### config.mk
export PLATFORM = sky130hd
export DESIGN_NAME = dmem_responder
export DESIGN_NICKNAME = d
export VERILOG_FILES = /design/src/rtl/dmem_responder.sv
export SDC_FILE = /design/constraint.sdc
export NUM_CORES = 2
export LEC_CHECK = 0
export CAP_MARGIN = 20
export CORE_UTILIZATION = 50
export DETAILED_ROUTE_END_ITERATION = 7
export GPL_ROUTABILITY_DRIVEN = 0
export PLACE_DENSITY = 0.65
export RECOVER_POWER = 100
export SYNTH_ARGS = -nofsm -noshare
export SYNTH_HDL_FRONTEND = slang
export SYNTH_SLANG_ARGS = --single-unit
### constraint.sdc
create_clock -name CLK -period 3.35 [get_ports CLK]
set_input_delay 0.67 -clock CLK [delete_from_list [all_inputs] [get_ports CLK]]
set_output_delay 0.67 -clock CLK [all_outputs]
set_load 0.02 [all_outputs]
### src/rtl/dmem_responder.sv
//==============================================================================
// Module  : dmem_responder
// Brief   : Word-organised data-memory target with programmable access
//           latency and misaligned / out-of-range error reporting.
// Revision: 1.0 - initial release
//==============================================================================
`default_nettype none

module dmem_responder #(
  parameter int AW      = 6,
  parameter int LATENCY = 2
) (
  input  logic        CLK,
  input  logic        Reset_L,
  input  logic        req_valid,
  output logic        req_ready,
  input  logic        req_write,
  input  logic [31:0] req_addr,
  input  logic [31:0] req_wdata,
  output logic        resp_valid,
  input  logic        resp_ready,
  output logic [31:0] resp_rdata,
  output logic        resp_err,
  output logic [7:0]  err_count
);

  localparam int         c_depth    = 2 ** AW;
  localparam logic [3:0] c_lat_init = 4'(LATENCY - 1);

  typedef enum logic [1:0] {
    ST_IDLE = 2'd0,
    ST_BUSY = 2'd1,
    ST_RESP = 2'd2
  } state_t;

  state_t      r_state;
  state_t      w_state_nxt;
  logic [3:0]  r_lat_cnt;
  logic [3:0]  w_lat_cnt_nxt;

  logic        r_write;
  logic [31:0] r_addr;
  logic [31:0] r_wdata;

  logic        r_resp_valid;
  logic [31:0] r_resp_rdata;
  logic        r_resp_err;
  logic [7:0]  r_err_count;

  logic [31:0] r_mem [0:c_depth-1];

  logic          w_accept;
  logic          w_commit;
  logic          w_resp_done;
  logic [AW-1:0] w_word_idx;
  logic          w_misaligned;
  logic          w_out_of_range;
  logic          w_err;
  logic          w_mem_we;

  // Decode works on the captured request so later bus changes cannot disturb it
  assign w_word_idx     = r_addr[AW+1:2];
  assign w_misaligned   = |r_addr[1:0];
  assign w_out_of_range = |r_addr[31:AW+2];
  assign w_err          = w_misaligned | w_out_of_range;

  assign w_accept    = (r_state == ST_IDLE) && req_valid;
  assign w_commit    = (r_state == ST_BUSY) && (r_lat_cnt == 4'd0);
  assign w_resp_done = (r_state == ST_RESP) && resp_ready;
  assign w_mem_we    = Reset_L && w_commit && r_write && !w_err;

  always_comb begin
    w_state_nxt   = r_state;
    w_lat_cnt_nxt = r_lat_cnt;
    case (r_state)
      ST_IDLE: begin
        if (req_valid) begin
          w_state_nxt   = ST_BUSY;
          w_lat_cnt_nxt = c_lat_init;
        end
      end
      ST_BUSY: begin
        if (r_lat_cnt != 4'd0) begin
          w_lat_cnt_nxt = r_lat_cnt - 4'd1;
        end else begin
          w_state_nxt = ST_RESP;
        end
      end
      ST_RESP: begin
        if (resp_ready) begin
          w_state_nxt = ST_IDLE;
        end
      end
      default: begin
        w_state_nxt   = ST_IDLE;
        w_lat_cnt_nxt = 4'd0;
      end
    endcase
  end

  always_ff @(posedge CLK) begin
    if (!Reset_L) begin
      r_state   <= ST_IDLE;
      r_lat_cnt <= 4'd0;
    end else begin
      r_state   <= w_state_nxt;
      r_lat_cnt <= w_lat_cnt_nxt;
    end
  end

  always_ff @(posedge CLK) begin
    if (Reset_L && w_accept) begin
      r_write <= req_write;
      r_addr  <= req_addr;
      r_wdata <= req_wdata;
    end
  end

  // Response registers hold steady for the whole RESP phase
  always_ff @(posedge CLK) begin
    if (!Reset_L) begin
      r_resp_valid <= 1'b0;
      r_resp_rdata <= 32'd0;
      r_resp_err   <= 1'b0;
      r_err_count  <= 8'd0;
    end else if (w_commit) begin
      r_resp_valid <= 1'b1;
      r_resp_err   <= w_err;
      if (w_err || r_write) begin
        r_resp_rdata <= 32'd0;
      end else begin
        r_resp_rdata <= r_mem[w_word_idx];
      end
      if (w_err && (r_err_count != 8'hFF)) begin
        r_err_count <= r_err_count + 8'd1;
      end
    end else if (w_resp_done) begin
      r_resp_valid <= 1'b0;
    end
  end

  always_ff @(posedge CLK) begin
    if (w_mem_we) begin
      r_mem[w_word_idx] <= r_wdata;
    end
  end

  assign req_ready  = Reset_L && (r_state == ST_IDLE);
  assign resp_valid = r_resp_valid;
  assign resp_rdata = r_resp_rdata;
  assign resp_err   = r_resp_err;
  assign err_count  = r_err_count;

endmodule

`default_nettype wire
Word level (Yosys, flattened, before mapping) --
Memories as Yosys holds them, arrays and structs flattened. A register that Yosys moved wholly into a read port is not among the register bits. Cells that the tools add are included.
Word-level totals: memories 1, bits in writable memories 2048, bits in read-only memories 0, bits of input ports 69, output and inout bits 43, latch bits 0, word-level logic and storage cells 54, flip-flop bits (word level) 113
Memories:
- r_mem | words 64, bits a word 32, read ports 1, clocked after Yosys merged registers in 1, wr ports 1, RTL line 50 | logic [31:0] r_mem [0:c_depth-1];
Cells by class: order comparisons 0, divide/modulo/power cells 0, $add $sub $neg 2, bitwise operators 2, multipliers 0, multiplexer cells 13, shift operators 0, equal/unequal tests 7, reduce and logical (&&, ||, !) cells 20
Operator list (number):
- 32-bit 2-to-1 mux | 1
- 24-bit OR reduction | 1
- 4-bit one-hot mux with 3 select lines | 1
- 1-bit logical AND | 9
- 8-bit by 1-bit adder with 8-bit output, second input constant | 1
- 4-bit 2-to-1 mux | 2
- 8-bit inequality test, second input constant | 1
- 2-bit 2-to-1 mux | 3
- 6-bit 2-to-1 mux | 1
- 2-bit inequality test, second input constant | 3
- 2-bit one-hot mux with 3 select lines | 1
- 3-bit AND reduction | 2
- 4-bit zero test | 1
- 1-bit 2-to-1 mux | 4
- 4-bit nonzero test | 1
- 4-bit by 1-bit subtractor with 4-bit output, second input constant | 1
- 2-bit by 1-bit == test with 1-bit output, second input constant | 1
- 2-bit == test, second input constant | 1
- 2-bit zero test | 1
- 2-bit by 1-bit inequality test with 1-bit output, second input constant | 1
- 2-bit AND reduction | 1
- 2-bit nonzero test | 1
- 2-bit OR reduction | 1
- 1-bit zero test | 1
- other kinds (3) | 3

Depth between registers and ports, before layout --
depth in word-level cells 7, depth in mapped cells 11, depth with buffers taken out 8

Least setup slack after synthesis --
No wires, ideal clock.
path type input to register, start in Reset_L, end reg with a tool-made name, stages on the path 5, required time 3.224 ns, arrival 3.642 ns, setup slack -0.418 ns, setup time 0.126 ns, path buffers 1, path through nand2_1 -> nor2_1 -> and2_1 -> clkbuf_1 -> mux2_2
RTL lines:
- start: declaration | RTL line 14 | input logic Reset_L,

==> qor.csv <==
stage,metric,value,unit
outcome,status,"finished, violations left",
outcome,violations,"capacitance limit, slew limit",
floorplanning,die_y,408,um
placed_design,portBuffers,111,
drt,ant_nets,0,
clock_tree,clock_latency,830,ps
synthesis,post-synth-top-count-cell,edfxtp_1,
worst_setup_path,r2r_setup_slack,70,ps
synthesis,ys_ff_latch,2167,
synthesis,avgSynthCellArea,22.5,um2
drt,drt-total-wl,212000,um
worst_setup_path,worstPathArrival,4040,ps
worst_hold_path,worst_hold_path.endpoint,r_wdata[25],
synthesis,synth_area_leader_cell,edfxtp_1,
timing,period_needed,3280,ps
drt,drt_iter0_drc,5216,
worst_hold_path,hp-start,req_wdata[25],
synthesis,synth_top_area_share,0.771,
synthesis,synth_compound_area_frac,0.0236,
global_route,grt_pass1_wl,301000,um
clock_tree,clkSlewWorstSetupHoldPaths,60,ps
drt,vias,40600,
floorplanning,coreArea,163000,um2
global_route,grt_max_degree,65,
timing,setup_slack,67.5,ps
drt,first_pass_iters,6,
timing,skew,25.5,ps
synthesis,synth_top_family_by_area,multiplexers,
synthesis,synth_cell_types,58,
global_route,grt_overflow,0,
timing,hold_ws,459,ps
timing,post-route-period-util,0.980,
worst_setup_path,crit_path_end_kind,flip-flop,
placed_design,hpwlAfterDp,134000,um
worst_setup_path,ff2ff_path_depth,7,
timing,setup_tns,0,ps
cells_and_area,regArea,64500,um2
worst_setup_path,path_max_fanout,34,
synthesis,ys_async_sr_fraction,0,
clock_tree,ctsResizeCount,0,
job,cap_violations,19,
worst_setup_path,worstSetupPathType,flip-flop to flip-flop,
cells_and_area,final_util,0.581,
worst_setup_path,worstReg2RegEnd,resp_rdata[27],
timing,slew_headroom,-0.109,
synthesis,synth_fa_ha_area_frac,0.000304,
timing,fmax,305,MHz
synthesis,syn-num-nets,3736,
synthesis,synth_simple_gate_area_frac,0.0210,
clock_tree,cts_tree,built,
worst_setup_path,start_kind,flip-flop,
synthesis,synth.area.mux_share,0.156,
clock_tree,post-cts-setup-buffer-count,0,
power_and_ir_drop,p_leak,30.0,nW
cells_and_area,nFillCells,11700,
placed_design,place_ws,265,ps
drt,drc,0,
floorplanning,ioPinCount,112,
clock_tree,cts_made_buffers,210,
cells_and_area,nNetsFinal,4169,
power_and_ir_drop,vdd_ir_drop_max,0.000527,V
synthesis,ys_seq_area_frac,0.784,
timing,slew_violations,1279,
clock_tree,cts_sinks,2167,
synthesis,syn-instance-count,3665,
power_and_ir_drop,power.density,615,nW/um2
worst_hold_path,min_path_cells,1,
worst_setup_path,cp.required,4110,ps
clock_tree,cts_htree_levels,4,
synthesis,synth_edf_count,2113,
cells_and_area,drive_gt1_frac,0.271,
clock_tree,hold_buffers,0,
synthesis,netlist_top_cells_area,"edfxtp_1 77%, mux4_2 14%, dfxtp_1 1.3%",
cells_and_area,syn2layout_area_growth,15.1,%
worst_hold_path,hold_class,input port to flip-flop,
global_route,grt_usage,0.257,
floorplanning,die_w,408,um
drt,avgRoutedWirePerCell,32.9,um
floorplanning,rows,148,
floorplanning,die_area,166000,um2
synthesis,synth_xor_xnor_area_share,0.000851,
synthesis,ys_warn_count,0,
clock_tree,clock_path_buffers,3,
floorplanning,initial_core_util,0.505,
global_route,grt_pass1_vias,40200,
drt,vias_per_cell,6.29,
clock_tree,clk_root_buffer_cell,clkbuf_16,
global_route,grt_antenna_before_repair,21,
timing,worst_pin_slew,1660,ps
synthesis,netlist_top_cells_count,"2113 x edfxtp_1, 515 x mux4_2, 124 x nor2_1",
synthesis,synth_area,82300,um2
synthesis,synth_ff_type,edfxtp_1,
timing,hold_viol,0,
timing,finalSetupViolCount,0,
timing,rsz0062_at_grt,no,
cells_and_area,multi_input_area,16900,um2
## routing by layer
| layer | vias to the layer above | track usage | wire [um] |
|---|---|---|---|
| met5 | - | 0 | 177 |
| met4 | 20 | 0.0637 | 4840 |
| met3 | 326 | 0.0756 | 24600 |
| met2 | 2204 | 0.384 | 98000 |
| met1 | 21700 | 0.373 | 84600 |
| li1 | 16400 | - | - |
## worst max path at each step
| stage | from | slack (ps) | cells after the start | endpoint |
|---|---|---|---|---|
| detailed placement | Reset_L | 270 | 8 | resp_rdata[27] |
| global placement | Reset_L | 270 | 8 | resp_rdata[27] |
| global route | r_addr[13] | 30 | 8 | r_mem[62][31] |
| finish | flip-flop | 70 | 7 | resp_rdata[27] |
| floorplan | r_addr[13] | -110 | 5 | r_mem[62][0] |
| CTS | r_addr[13] | 260 | 8 | r_mem[12][17] |
## per-stage QoR
stage,std cells,total power [mW],instance area (um2)
after global placement,6061,35.8,89000
final,6458,58.3,94800
after global routing,6454,59.9,94800
after detailed placement,6061,35.9,89000
after floorplan,3665,33.7,82300
after CTS,6453,58.6,95700
## cells in the final DEF, fill, tap and decap left out, types with 48 or more instances in the layout
cell type,n
nand2_1,89
mux4_2,515
nor2_1,90
a22oi_1,78
buf_12,49
dfxtp_1,48
clkbuf_16,213
buf_4,134
mux2i_1,107
clkbuf_2,66
edfxtp_1,2113
clkbuf_1,71
dlygate4sd3_1,108
## layout make-up
| type | instances | area share |
|---|---|---|
| Clock buffer | 287 | 0.0601 |
| Antenna cell | 5 | 0.000132 |
| Clock inverter | 105 | 0.0107 |
| Inverter | 8 | 0.000317 |
| Timing Repair Buffer | 418 | 0.0413 |
| Multi-Input combinational cell | 1293 | 0.178 |
| Sequential cell | 2167 | 0.681 |
| Tap cell | 2175 | 0.0287 |
## critical path, cell delays in order, from the launching register on
cell	delay [ps]
dfxtp_2	1250
buf_4	350
nand2b_1	90
clkbuf_4	260
a2111oi_0	770
a2111oi_0	170
buf_4	190
o21ai_1	120
## kinds of logic (layout without fill, tap and decap cells)
group | after synthesis | count (layout)
mux | 635 | 635
buf+inv | 205 | 818
fa+ha+maj | 2 | 2
compound gates | 277 | 277
xor+xnor | 8 | 8
flops | 2167 | 2167
other cells | 0 | 5
simple gates | 371 | 371
## report_power, final
part | switching, mW | total (mW) | internal [mW] | leakage (nW)
sequential | 0.141 | 30.1 | 30.0 | 19.4
clock | 9.95 | 23.0 | 13.0 | 3.26
combinational | 3.16 | 5.20 | 2.04 | 7.27
## flip-flops by register name (all words and copies together), names as in the netlist, named ones only
register,flops
r_mem,2048
r_addr,32
r_wdata,32
resp_rdata,32
err_count,8
r_lat_cnt,4
r_state,2
r_write,1
resp_err,1
resp_valid,1
Note: power is estimated with default switching activity, not from simulation.
